[src/rtl/graphics_pkg.sv]
// Shared frame-buffer geometry, pixel format and memory-port widths.
package graphics_pkg;

  localparam int WIDTH             = 160;
  localparam int HEIGHT            = 120;
  localparam int COORD_WIDTH       = 9;
  localparam int COLOR_DATA_WIDTH  = 8;
  localparam int MM_MEM_DATA_WIDTH = 16;
  localparam int MM_MEM_ADDR_WIDTH = 24;

  typedef logic [COORD_WIDTH-1:0] coordinate_t;

  typedef struct packed {
    coordinate_t                 x;
    coordinate_t                 y;
    logic [COLOR_DATA_WIDTH-1:0] color;
  } pixel_t;

endpackage

[src/rtl/graphics_pixel_fifo.sv]
// Small show-ahead FIFO; head element is always visible on dout.
module graphics_pixel_fifo #(
  parameter int  DEPTH = 4,
  parameter type T     = logic
) (
  input  logic                       clk,
  input  logic                       reset_n,
  input  logic                       push,
  input  logic                       pop,
  input  T                           din,
  output T                           dout,
  output logic                       full,
  output logic                       empty,
  output logic [$clog2(DEPTH+1)-1:0] count
);

  localparam int PW = $clog2(DEPTH);
  localparam int CW = $clog2(DEPTH+1);

  T                r_mem [DEPTH];
  logic [PW-1:0]   r_wr_ptr;
  logic [PW-1:0]   r_rd_ptr;
  logic [CW-1:0]   r_count;
  logic            w_push;
  logic            w_pop;

  assign full   = (r_count == CW'(DEPTH));
  assign empty  = (r_count == '0);
  assign count  = r_count;
  assign dout   = r_mem[r_rd_ptr];
  assign w_push = push && !full;
  assign w_pop  = pop && !empty;

  // Storage array; no reset needed, validity is tracked by the count.
  always_ff @(posedge clk) begin
    if (w_push) r_mem[r_wr_ptr] <= din;
  end

  // Pointers wrap naturally because DEPTH is a power of two.
  always_ff @(posedge clk or negedge reset_n) begin
    if (!reset_n) begin
      r_wr_ptr <= '0;
      r_rd_ptr <= '0;
      r_count  <= '0;
    end else begin
      if (w_push) r_wr_ptr <= r_wr_ptr + PW'(1);
      if (w_pop)  r_rd_ptr <= r_rd_ptr + PW'(1);
      case ({w_push, w_pop})
        2'b10:   r_count <= r_count + CW'(1);
        2'b01:   r_count <= r_count - CW'(1);
        default: r_count <= r_count;
      endcase
    end
  end

endmodule

[src/rtl/graphics_pixel_writer.sv]
// Streams pixels into an Avalon-MM frame buffer, one write per cycle when
// the slave does not stall.
//
// state     | meaning
// ----------|-----------------------------------------------------------
// S_EMPTY   | output register free, mm_write low
// S_WRITING | output register holds a write, mm_write high until accepted
module graphics_pixel_writer
  import graphics_pkg::*;
#(
  parameter logic [31:0] MM_START_ADDRESS = 32'd0,
  parameter int          FIFO_DEPTH       = 4
) (
  input  logic                           clk,
  input  logic                           reset_n,
  input  logic                           clken,
  input  logic                           st_valid,
  input  pixel_t                         st_data,
  output logic                           st_ready,
  output logic                           mm_write,
  output logic [MM_MEM_ADDR_WIDTH-1:0]   mm_address,
  output logic [MM_MEM_DATA_WIDTH/8-1:0] mm_byteenable,
  output logic [MM_MEM_DATA_WIDTH-1:0]   mm_writedata,
  input  logic                           mm_waitrequest,
  output logic                           idle,
  output logic [15:0]                    dropped_count
);

  localparam int BYTES = MM_MEM_DATA_WIDTH / 8;
  localparam int CW    = $clog2(FIFO_DEPTH + 1);

  typedef enum logic {S_EMPTY, S_WRITING} state_t;

  state_t                         r_state;
  logic                           r_write;
  logic [MM_MEM_ADDR_WIDTH-1:0]   r_addr;
  logic [MM_MEM_DATA_WIDTH-1:0]   r_data;
  logic [15:0]                    r_dropped;

  pixel_t                         w_head;
  logic                           w_full;
  logic                           w_empty;
  logic [CW-1:0]                  w_count;
  logic                           w_accept;
  logic                           w_on_screen;
  logic                           w_push;
  logic                           w_load;
  logic [31:0]                    w_addr_full;

  // Ready depends only on registered occupancy, never on the slave stall.
  assign st_ready    = reset_n && clken && !w_full;
  assign w_accept    = st_valid && st_ready;
  assign w_on_screen = (32'(st_data.x) < 32'(WIDTH)) && (32'(st_data.y) < 32'(HEIGHT));
  assign w_push      = w_accept && w_on_screen;

  // Load when the output register is free or being freed this edge.
  assign w_load = clken && !w_empty && ((r_state == S_EMPTY) || !mm_waitrequest);

  assign w_addr_full = MM_START_ADDRESS +
                       (32'(w_head.y) * 32'(WIDTH) + 32'(w_head.x)) * 32'(BYTES);

  assign mm_write      = r_write;
  assign mm_address    = r_addr;
  assign mm_writedata  = r_data;
  assign mm_byteenable = '1;
  assign idle          = (w_count == '0) && (r_state == S_EMPTY);
  assign dropped_count = r_dropped;

  graphics_pixel_fifo #(
    .DEPTH (FIFO_DEPTH),
    .T     (pixel_t)
  ) u_fifo (
    .clk     (clk),
    .reset_n (reset_n),
    .push    (w_push),
    .pop     (w_load),
    .din     (st_data),
    .dout    (w_head),
    .full    (w_full),
    .empty   (w_empty),
    .count   (w_count)
  );

  // Output-register FSM: issue, hold through stalls, reload back-to-back.
  always_ff @(posedge clk or negedge reset_n) begin
    if (!reset_n) begin
      r_state <= S_EMPTY;
      r_write <= 1'b0;
      r_addr  <= '0;
      r_data  <= '0;
    end else begin
      case (r_state)
        S_EMPTY: begin
          if (w_load) begin
            r_state <= S_WRITING;
            r_write <= 1'b1;
            r_addr  <= w_addr_full[MM_MEM_ADDR_WIDTH-1:0];
            r_data  <= MM_MEM_DATA_WIDTH'(w_head.color);
          end
        end
        S_WRITING: begin
          if (!mm_waitrequest) begin
            if (w_load) begin
              r_addr <= w_addr_full[MM_MEM_ADDR_WIDTH-1:0];
              r_data <= MM_MEM_DATA_WIDTH'(w_head.color);
            end else begin
              r_state <= S_EMPTY;
              r_write <= 1'b0;
            end
          end
        end
        default: begin
          r_state <= S_EMPTY;
          r_write <= 1'b0;
        end
      endcase
    end
  end

  // Saturating count of accepted pixels that fell outside the frame.
  always_ff @(posedge clk or negedge reset_n) begin
    if (!reset_n) begin
      r_dropped <= '0;
    end else if (w_accept && !w_on_screen && (r_dropped != 16'hFFFF)) begin
      r_dropped <= r_dropped + 16'd1;
    end
  end

endmodule

[config.mk]
export PLATFORM = sky130hd
export DESIGN_NAME = graphics_pixel_writer
export DESIGN_NICKNAME = d
export VERILOG_FILES = /design/src/rtl/graphics_pkg.sv /design/src/rtl/graphics_pixel_fifo.sv /design/src/rtl/graphics_pixel_writer.sv
export SDC_FILE = /design/constraint.sdc
export NUM_CORES = 1
export LEC_CHECK = 0
export CAP_MARGIN = 20
export CELL_PAD_IN_SITES_DETAIL_PLACEMENT = 2
export CELL_PAD_IN_SITES_GLOBAL_PLACEMENT = 2
export CORE_MARGIN = 1.5
export CORE_UTILIZATION = 42
export CTS_BUF_LIST = sky130_fd_sc_hd__clkbuf_16
export DETAILED_ROUTE_END_ITERATION = 12
export GPL_TIMING_DRIVEN = 0
export MAX_ROUTING_LAYER = met4
export PLACE_DENSITY = 0.95
export SYNTH_ARGS = -nofsm -noshare
export SYNTH_HDL_FRONTEND = slang
export SYNTH_SLANG_ARGS = --single-unit
[constraint.sdc]
create_clock -name clk -period 10.1 [get_ports clk]
set_input_delay 1.01 -clock clk [delete_from_list [all_inputs] [get_ports clk]]
set_output_delay 1.01 -clock clk [all_outputs]
set_load 0.02 [all_outputs]
# Word-level counts from Yosys, hierarchy flattened
# Memories as Yosys holds them, arrays and structs flattened.
# Cells that the tools add are included.
[classes] add_sub_neg=6 n_mul=1 n_div=0 n_lt_le_gt_ge=2 n_eq_ne=7 shifts=0 mux=16 bitwise_logic=1 n_reduce_logical=20
[op_table] cell="two-way mux 24 bit" n=2
[op_table] cell="case mux 24 bit (2 select lines)" n=1
[op_table] cell="two-way mux 16 bit" n=2
[op_table] cell="case mux 16 bit (2 select lines)" n=1
[op_table] cell="adder 17 x 9 -> 18 bit" n=1
[op_table] cell="adder 16 x 1 -> 16 bit (second input constant)" n=1
[op_table] cell="inequality test 16 bit (second input constant)" n=1
[op_table] cell="logical AND 1 bit" n=12
[op_table] cell="multiplier 9 x 3 -> 12 bit (second input constant)" n=1
[op_table] cell="< comparator 9 x 7 -> 1 bit (second input constant)" n=1
[op_table] cell="< comparator 9 x 8 -> 1 bit (second input constant)" n=1
[op_table] cell="two-way mux 1 bit" n=7
[op_table] cell="case mux 3 bit (2 select lines)" n=1
[op_table] cell="adder 2 x 1 -> 2 bit (second input constant)" n=2
[op_table] cell="logical NOT 1 bit" n=4
[op_table] cell="inequality test 2 bit (second input constant)" n=2
[op_table] cell="case mux 1 bit (2 select lines)" n=2
[op_table] cell="adder 3 x 1 -> 3 bit (second input constant)" n=1
[op_table] cell="== test 3 bit (second input constant)" n=1
[op_table] cell="logical NOT 3 bit" n=1
[op_table] cell="AND reduction 3 bit" n=1
[op_table] cell="subtractor 3 x 1 -> 3 bit (second input constant)" n=1
[op_table] cell="== test 2 x 1 -> 1 bit (second input constant)" n=1
[op_table] cell="== test 2 bit (second input constant)" n=1
[op_table] cell="other kinds (4)" n=4
[totals] register_bits=65 latch_bits=0 ramBits=104 rom_bits=0 input_bits=31 out_inout_bits=61 elab_cells=62 memories=1
[memory_table] name="u_fifo.r_mem" depth=4 width=26 rd=1 rd_ports_with_merged_regs=0 write_ports=1 line="graphics_pixel_fifo.sv:20" rtl="T r_mem [DEPTH];"

# Longest topological paths before layout
# Gate-level depths: netlist of the first run.
[logic_depth] ltp_word=8 ltp_mapped=13 depth_no_buf=11

# Modules after synthesis
# Synthesis of the first run repeated with hierarchy kept, for this count alone.
[unflattened] hier_cells=450 area_unflattened_um2=6831.6
[modules_own_cells] mod="graphics_pixel_fifo" instances=1 cells_each=174 area_each_um2=4225.3 seq_area_each_um2=3298.2
[modules_own_cells] mod="graphics_pixel_writer" instances=1 cells_each=276 area_each_um2=2606.2 seq_area_each_um2=1101.1

# Worst setup path before layout of the first run
# OpenSTA, ideal clock, no wires.
[synth_timing] path_kind="reg-to-reg" startpoint="register u_fifo.r_rd_ptr[0]" endpoint="register r_addr[17], in the netlist mm_address[17]" setup_time_ns=0.082 arrival_ns=3.963 required_ns=10.018 path_slack_ns=6.056 path_stages_with_launch=14 n_path_buf=2 period_less_slack_ns=4.044 cell_sequence="dfrtp_1 > buf_2 > buf_1 > mux4_2 > ha_1 > ha_1 > inv_1 > fa_1 > nand2b_1 > a21oi_1 > xor2_1 > nand4b_4 > or4b_1 > a31oi_1"
[synth_via] elab_chain_len=6
[synth_rtl] element="start, declared" line="graphics_pixel_fifo.sv:22" rtl="logic [PW-1:0] r_rd_ptr;"
[synth_rtl] element="start signal, assigned" line="graphics_pixel_fifo.sv:47" rtl="if (w_pop) r_rd_ptr <= r_rd_ptr + PW'(1);"
[synth_rtl] element="memory read (4 x 26 bit) (*)"
[synth_rtl] element="multiplier 9 x 3 -> 12 bit" line="graphics_pixel_writer.sv:60" rtl="(32'(w_head.y) * 32'(WIDTH) + 32'(w_head.x)) * 32'(BYTES);"
[synth_rtl] element="adder 17 x 9 -> 18 bit (*)" line="graphics_pixel_writer.sv:60"
[synth_rtl] element="two-way mux 24 bit (*)" line="graphics_pixel_writer.sv:94, graphics_pixel_writer.sv:103"
[synth_rtl] element="two-way mux 24 bit" line="graphics_pixel_writer.sv:102" rtl="if (!mm_waitrequest) begin"
[synth_rtl] element="case mux 24 bit (2 select lines) (*)" line="graphics_pixel_writer.sv:92" rtl="case (r_state)"
[synth_rtl] element="end signal, assigned" line="graphics_pixel_writer.sv:97" rtl="r_addr <= w_addr_full[MM_MEM_ADDR_WIDTH-1:0];"
[synth_rtl] element="end signal, assigned" line="graphics_pixel_writer.sv:104" rtl="r_addr <= w_addr_full[MM_MEM_ADDR_WIDTH-1:0];"
[synth_rtl] element="end, declared" line="graphics_pixel_writer.sv:36" rtl="logic [MM_MEM_ADDR_WIDTH-1:0] r_addr;"
# Every way passes the cells marked *; elsewhere a longest branch is shown, timed or not. The select of a mux whose other input is x is not followed.
# A chain may end at the register's enable or synchronous reset.

# Final worst setup path of the first run
[layout_timing] startpoint="register u_fifo.r_rd_ptr[0]" endpoint="register r_addr[16], in the netlist mm_address[16]"
# Same word-level chain as after synthesis.

==> summary.md, run 1 <==
| Metric | Value |
|---|---|
| Status | `finished clean` |
| Register Area | `0.004399 mm2` |
| Total number of vias | `4140` |
| FFs w/ async S/R, synth | `32.90%` |
| CTS resizes | `0` |
| Most common cell on crit path | `ha_1` |
| DRC | `0` |
| Finished Cell Area | `0.008512 mm2` |
| WP depth | `13` |
| Post-Synthesis Cells | `452` |
| Die X | `129.8 um` |
| R2R depth | `13` |
| Slowest cell delay on critical path | `roughly 0.7 ns` |
| Tmin final | `4.810 ns` |
| # H-tree levels | `4` |
| WL met1 | `roughly 7600 um` |
| F_max | `0.2079 GHz` |
| Post-Place Cells | `762` |
| Worst-Margin Slew | `0.9850 ns` |
| Crit path launch | `u_fifo.r_rd_ptr[0]` |
| Netlist Area Pre-Place | `0.006750 mm2` |
| Cell Chain, Critical Path | `buf_2, buf_1, mux4_2, ha_1, ha_1, inv_1, fa_1, nand2b_1, a21oi_1, xor2_1, nand4_1, or4b_1, nand3_1` |
| RSZ-0062 raised after global routing | `no` |
| Maxcap violations | `0` |
| Vias in the first global route | `approximately 4.6k` |
| RD Place Congestion | `0.7543` |
| Count leader, synth | `edfxtp_1` |
| First-pass GRT wire length | `28090 um` |
| Critical path type | `flop to flop` |
| Clock Latency Late Sink | `0.43 ns` |
| Critical Path End | `mm_address[16]` |
| Longest Clk Path Bufs | `2` |
| Highest routed layer | `met4` |
| Period utilization | `47.63%` |
| EDFF count, synth | `104` |
| Post-CTS setup buffers | `0` |
| Final Setup Violations | `0` |
| First-pass DRT Iterations | `4` |
| CTS Sinks | `roughly 160` |
| Hold path depth | `2` |
| Buf/Inv on CP | `3` |
| Root buf cell | `clkbuf_16` |
| Largest net degree at the start of global routing | `31` |
| Setup ws final | `5.290 ns` |
| # port buffers | `75` |
| PwrDens | `316.1 mW/mm2` |
| Synthesized flop and latch total | `155` |
| Clk slew on worst S/H paths | `0.07 ns` |
| Slowest-stage cell, CP | `buf_1` |
| Commonest cells post-synth | `edfxtp_1, nand2_1, dfrtp_1, mux4_2, ha_1` |
| Met3 wire len | `672 um` |
| Layout net count | `623` |
| Hpwl dp | `12630 um` |
| Ys flop type | `edfxtp_1` |
| Multi-input logic area | `0.002191 mm2` |
| Share of the synthesized area in the top cell type | `46.27%` |
| Synth Warn # | `0` |
| Worst R2R End | `mm_address[16]` |
| Ports | `92` |
| Starting DRT DRC Count | `211` |
| Critical path data required time | `~10 ns` |
| Area post-placement | `0.007936 mm2` |
| Worst Setup Start Kind | `flop` |
| Worst rel slew slack | `between 30 and 40%` |
| CP endpoint kind | `flop` |
| Cell taking the most area after synthesis | `edfxtp_1` |
| Critical Path Fanout Max | `10` |
| DR vias/cell | `5.208` |
| Setup TNS | `0 ns` |
| Full die area | `approximately 0.017 mm2` |
| Combined global-route utilization of all metal layers | `between 20% and 30%` |
| Worst path top cell family by delay | `buffers and inverters` |
| CTS tree | `built` |
| Core Util, Final | `53.97%` |
| DIE HEIGHT | `129.8 um` |
| Fin cells | `about 800` |
| Total grt overflow | `0` |
| Sequential area share after synthesis | `~65%` |
| WL per Instance | `22.81 um` |
| Share of post-route cells with drive strength above 1 | `15.92%` |
| Crit path DAT | `around 5.2 ns` |
| Hold Path Class | `flop to flop` |
| Final hold violations | `0` |
| Yosys cell types | `52` |
| Post-route ant nets | `0` |
| Cell Rows | `46` |
| Initial antenna violation count | `1` |
| Met2 WL | `9661 um` |
| Hold-fix buffers, CTS | `0` |
| Final Skew | `about 0.010 ns` |
| Peak supply drop | `between 0.1 and 0.15 mV` |
| Reg-to-reg startpoint | `u_fifo.r_rd_ptr[0]` |
| Fillers | `1443` |
| Initial Util | `42.80%` |
| Core Area | `0.01577 mm2` |
| Area Growth Syn to Fin | `26.10%` |
| Final wirelength | `18130 um` |
| Syn avg cell area | `14.93 um2` |
| Area contributors post-synth | `edfxtp_1, dfrtp_1, mux4_2` |
| Leakage | `roughly 3.3 nW` |
| Slew Viols, Final | `0` |
| Pre-CTS setup slack | `5.324 ns` |
| Number of buffers created by CTS | `17` |
| R2R setup slack | `roughly 5.3 ns` |
## layer usage
metal  vias to the layer above  track usage [%]
li1                       1869                -
met1                      2147            29.67
met2                       102            40.87
met3                        22            4.592
met4                         0            6.797
met5                         -                -
## how the worst min path moves through the flow
stage	start	to	slack [ns]
floorplan	r_state	mm_write	0.44
global placement	r_state	mm_write	0.46
detailed placement	mm_writedata[0]	mm_writedata[0]	0.47
CTS	mm_writedata[0]	mm_writedata[0]	0.49
global route	mm_writedata[0]	mm_writedata[0]	0.51
finish	mm_writedata[0]	mm_writedata[0]	0.48
## sequential cells by signal (all words and copies together) (netlist names)
name / flops
r_state: 1
u_fifo.count: 3
u_fifo.r_wr_ptr: 2
mm_writedata: 8
dropped_count: 16
u_fifo.r_mem: 104
mm_write: 1
mm_address: 18
u_fifo.r_rd_ptr: 2
## power breakdown
part           internal (mW)  total [mW]  switching (mW)
Combinational          0.537        1.25           0.711
Sequential             0.757       0.823          0.0657
Clock                  0.329       0.619           0.291
## kinds of logic after synthesis
| logic type | count (synthesis) | synth area share [%] |
|---|---|---|
| multiplexers | 28 | 8.990 |
| AO/OA/AOI/OAI | 37 | 3.504 |
| other | 2 | 0.1113 |
| buffers and inverters | 40 | 3.151 |
| AND/OR/NAND/NOR | 132 | 9.713 |
| XOR/XNOR | 31 | 4.022 |
| adder cells (fa/ha/maj) | 27 | 5.338 |
| flip-flops | 155 | 65.17 |
## cell type report
cell class              instances  area share (%)
flip-flops and latches        155           51.68
multi-input cells             271           25.74
repair buffers                 80           10.14
clock buffers                  17           4.998
well taps                     216           3.175
plain buffers                  26           1.882
clock inverters                15           1.735
inverters                      14          0.6174
diodes                          1         0.02940
## worst register-to-register path, cell delays in order, from the launching register on
cell	delay [ns]
dfrtp_1	0.35
buf_2	0.37
buf_1	0.72
mux4_2	0.67
ha_1	0.31
ha_1	0.17
inv_1	0.07
fa_1	0.41
nand2b_1	0.22
a21oi_1	0.22
xor2_1	0.37
nand4_1	0.24
or4b_1	0.52
nand3_1	0.10
## cell usage in the layout, fill, tap and decap left out, types with 9 or more instances in the layout
| cell | n |
|---|---|
| nor2_1 | 14 |
| nand4_1 | 9 |
| nand2_1 | 66 |
| conb_1 | 16 |
| ha_1 | 24 |
| mux4_2 | 26 |
| edfxtp_1 | 104 |
| xor2_1 | 12 |
| clkdlybuf4s50_1 | 74 |
| o21ai_0 | 16 |
| xnor2_1 | 19 |
| dfrtp_1 | 51 |
| clkbuf_16 | 17 |
| buf_4 | 16 |
| inv_1 | 13 |
## stage by stage
| stage | total power, mW | hold slack, ns |
|---|---|---|
| after floorplan | 1.634 | 0.4401 |
| after global placement | 1.932 | 0.4562 |
| after detailed placement | 2.057 | 0.4734 |
| after CTS | 2.719 | 0.4897 |
| after global routing | 2.844 | 0.5136 |
| final | 2.690 | 0.4808 |
(Power assumes the default switching activity.)
==> run 2: changes to the inputs <==
--- a/config.mk
+++ b/config.mk
@@ -9,12 +9,12 @@
 export CELL_PAD_IN_SITES_DETAIL_PLACEMENT = 2
 export CELL_PAD_IN_SITES_GLOBAL_PLACEMENT = 2
 export CORE_MARGIN = 1.5
-export CORE_UTILIZATION = 42
+export CORE_UTILIZATION = 39
 export CTS_BUF_LIST = sky130_fd_sc_hd__clkbuf_16
 export DETAILED_ROUTE_END_ITERATION = 12
 export GPL_TIMING_DRIVEN = 0
 export MAX_ROUTING_LAYER = met4
-export PLACE_DENSITY = 0.95
+export PLACE_DENSITY = 0.92
 export SYNTH_ARGS = -nofsm -noshare
 export SYNTH_HDL_FRONTEND = slang
 export SYNTH_SLANG_ARGS = --single-unit
==> constraint.sdc (replaced) <==
create_clock -name clk -period 4.6 [get_ports clk]
set_input_delay 0.46 -clock clk [delete_from_list [all_inputs] [get_ports clk]]
set_output_delay 0.46 -clock clk [all_outputs]
set_load 0.02 [all_outputs]
==> summary.md, run 2 (same netlist as run 1, synthesis figures left out) <==
| Metric | Value |
|---|---|
| Cell Rows | `47 (+2.2%)` |
| Period utilization | `93.53% (+46 points)` |
| Leakage | `3.268 nW (about the same)` |
| Seq pwr share | `30.7% (about the same)` |
| CTS tree | `built` |
| Initial antenna violation count | `0 (-1)` |
| Status | `finished clean` |
| DR vias/cell | `5.180 (-0.52%)` |
| RD Place Congestion | `0.7441 (-1.4%)` |
| Initial Util | `40.28% (-2.5 points)` |
| Hpwl dp | `12810 um (+1.4%)` |
| Critical path type | `flop to flop` |
| DIE HEIGHT | `134.6 um (+3.7%)` |
| Highest-count cells in the layout ignoring fill and taps | `edfxtp_1, clkdlybuf4s50_1, nand2_1` |
| Crit path DAT | `4.65 ns (-0.52 ns)` |
| Clk pwr share | `22.6% (-0.4 points)` |
| First-pass DRT Iterations | `4 (unchanged)` |
| Clk slew on worst S/H paths | `0.07 ns (about the same)` |
| Slew Viols, Final | `0 (unchanged)` |
| Fin cells | `798 (+0.38%)` |
| Largest net degree at the start of global routing | `30 (-3.2%)` |
| Hold-fix buffers, CTS | `0 (unchanged)` |
| First-pass GRT wire length | `28880 um (+2.8%)` |
| Tmin final | `4.302 ns (-0.5082 ns)` |
| Worst Setup Start Kind | `flop` |
| Post-route ant nets | `0 (unchanged)` |
| Combined global-route utilization of all metal layers | `22.64% (-1.5 points)` |
| Worst R2R End | `mm_address[17]` |
| CP endpoint kind | `flop` |
| RSZ-0062 raised after global routing | `no` |
| Root buf cell | `clkbuf_16` |
| Area Growth Syn to Fin | `25.97%` |
| Reg-to-reg startpoint | `u_fifo.r_rd_ptr[0]` |
| Final wirelength | `18240 um (+0.58%)` |
| Reg with most FFs | `u_fifo.r_mem` |
| Worst rel slew slack | `36.56% (+2.2 points)` |
| PwrDens | `691.7 mW/mm2 (+120%)` |
| Final hold violations | `0 (unchanged)` |
| Peak supply drop | `0.4033 mV (+190%)` |
| Sw frac | `39.34% (-0.34 points)` |
| Final Setup Violations | `0 (unchanged)` |
| Maxcap violations | `0 (unchanged)` |
| Switching pwr | `2.314 mW (+120%)` |
| WL per Instance | `22.85 um (+0.20%)` |
| Starting DRT DRC Count | `164 (-22%)` |
| Internal | `3.568 mW (+120%)` |
| CTS Sinks | `155 (unchanged)` |
| Critical Path Fanout Max | `10 (unchanged)` |
| Layout net count | `623 (unchanged)` |
| # port buffers | `75 (unchanged)` |
| Number of buffers created by CTS | `17 (unchanged)` |
| F_max | `0.2324 GHz (+12%)` |
| Setup TNS | `0 ns (unchanged)` |
| Ports | `92 (unchanged)` |
| Final Skew | `0.007532 ns (-0.002660 ns)` |
| DRC | `0 (unchanged)` |
| Hold Path Class | `input pin to asynchronous set/reset pin` |
| Share of post-route cells with drive strength above 1 | `16.44% (+0.52 points)` |
| Worst-Margin Slew | `0.9517 ns (-0.03332 ns)` |
| R2R depth | `13 (unchanged)` |
| Die X | `134.6 um (+3.7%)` |
| Critical path data required time | `4.95 ns (-5.51 ns)` |
| Total number of vias | `4134 (-0.14%)` |
| Full die area | `0.01811 mm2 (+7.5%)` |
| Total grt overflow | `0 (unchanged)` |
| R2R setup slack | `0.30 ns (-4.99 ns)` |
| Longest Clk Path Bufs | `2 (unchanged)` |
| Core Area | `0.01676 mm2 (+6.3%)` |
| Clock Latency Late Sink | `0.43 ns (about the same)` |
| Vias in the first global route | `4796 (+3.7%)` |
| Post-Place Cells | `766 (+0.52%)` |
| Largest register FFs | `104 (unchanged)` |
| # H-tree levels | `4 (unchanged)` |
| Gate power share | `46.6% (+0.2 points)` |
| Ant diodes | `0 (-1)` |
| Most common cell after layout, fill and taps aside | `edfxtp_1` |
==> run 2: changes by cell type in the layout (fill, tap and decap cells not counted), sizes merged <==
cell	previous run	this run
buf	28	26
clkbuf	21	23
clkinv	3	4
diode	1	0
inv	23	22
==> run 2: what timing repair did <==
action | in CTS | in global routing
cloned | 0 | 0
endpoints found under the hold margin | 0 | 0
gates resized for setup | 3 | 7
setup endpoints to repair | 2 | 2
buffers inserted | 0 | 0
==> run 2: cell type report <==
class	instances	area (um2)
fillers	1551	8257
flip-flops and latches	155	4399
multi-input cells	271	2198
repair buffers	80	850.8
clock buffers	17	425.4
well taps	220	275.3
plain buffers	26	168.9
clock inverters	15	132.6
inverters	14	52.55
==> run 2: per-stage QoR <==
stage | power, mW | hold slack [ns] | utilization [%] | setup slack [ns] | instance area, um2
after floorplan | 3.587 | 0.1644 | - | 0.5555 | 6803
after global placement | 4.246 | 0.4570 | 46.71 | -0.7664 | 7829
after detailed placement | 4.492 | 0.4817 | 47.31 | -0.1351 | 7929
after CTS | 5.927 | 0.05523 | 50.69 | 0.02137 | 8496
after global routing | 6.234 | 0.06579 | 50.74 | 0.01150 | 8503
final | 5.882 | 0.05288 | 50.74 | 0.2978 | 8503
==> run 2: critical path, cell delays in order, from the launching register on <==
cell      delay, ns
dfrtp_1        0.33
buf_2          0.31
clkbuf_4       0.37
mux4_2         0.62
ha_1           0.32
ha_1           0.19
inv_1          0.08
fa_1           0.42
nand2b_1       0.20
a21oi_1        0.22
xor2_2         0.29
nand4b_4       0.14
or4b_1         0.54
a31oi_1        0.17
==> run 2: worst max-delay path by stage <==
stage          cells past startpoint                from  slack (ns)                  end
2_1_floorplan                     13  u_fifo.r_rd_ptr[0]        0.56       mm_address[17]
3_5_place_dp                      13  u_fifo.r_rd_ptr[0]       -0.14       mm_address[16]
6_report                          13  u_fifo.r_rd_ptr[0]        0.30       mm_address[17]
5_1_grt                           12  u_fifo.r_rd_ptr[0]        0.01       mm_address[17]
4_1_cts                           13  u_fifo.r_rd_ptr[1]        0.02       mm_address[16]
3_3_place_gp                       6             reset_n       -0.77  u_fifo.r_mem[1][11]
==> run 2: per-layer routing <==
| layer | global-route usage, % | vias up | wire length (um) |
|---|---|---|---|
| met3 | 5.480 | 23 | 768 |
| met4 | 7.168 | 0 | 318 |
| met1 | 25.86 | 2126 | 7296 |
| met2 | 39.40 | 121 | 9852 |
| li1 | - | 1864 | - |
| met5 | - | - | 0 |
==> run 2: power by group through the flow <==
| stage | registers, mW | logic [mW] | clock network, mW |
|---|---|---|---|
| final | 1.81 | 2.74 | 1.33 |
| after global routing | 1.83 | 3.00 | 1.40 |
| after CTS | 1.81 | 2.75 | 1.36 |
| after detailed placement | 1.84 | 2.65 | 0 |
| after global placement | 1.81 | 2.43 | 0 |
| after floorplan | 1.95 | 1.64 | 0 |
==> run 3: changes to the inputs <==
--- a/config.mk
+++ b/config.mk
@@ -11,6 +11,7 @@
 export CORE_MARGIN = 1.5
 export CORE_UTILIZATION = 39
 export CTS_BUF_LIST = sky130_fd_sc_hd__clkbuf_16
+export CTS_CLUSTER_SIZE = 20
 export DETAILED_ROUTE_END_ITERATION = 12
 export GPL_TIMING_DRIVEN = 0
 export MAX_ROUTING_LAYER = met4
==> results of run 3 <==
No change in the layout: final DEF, timing and power equal those of run 2.
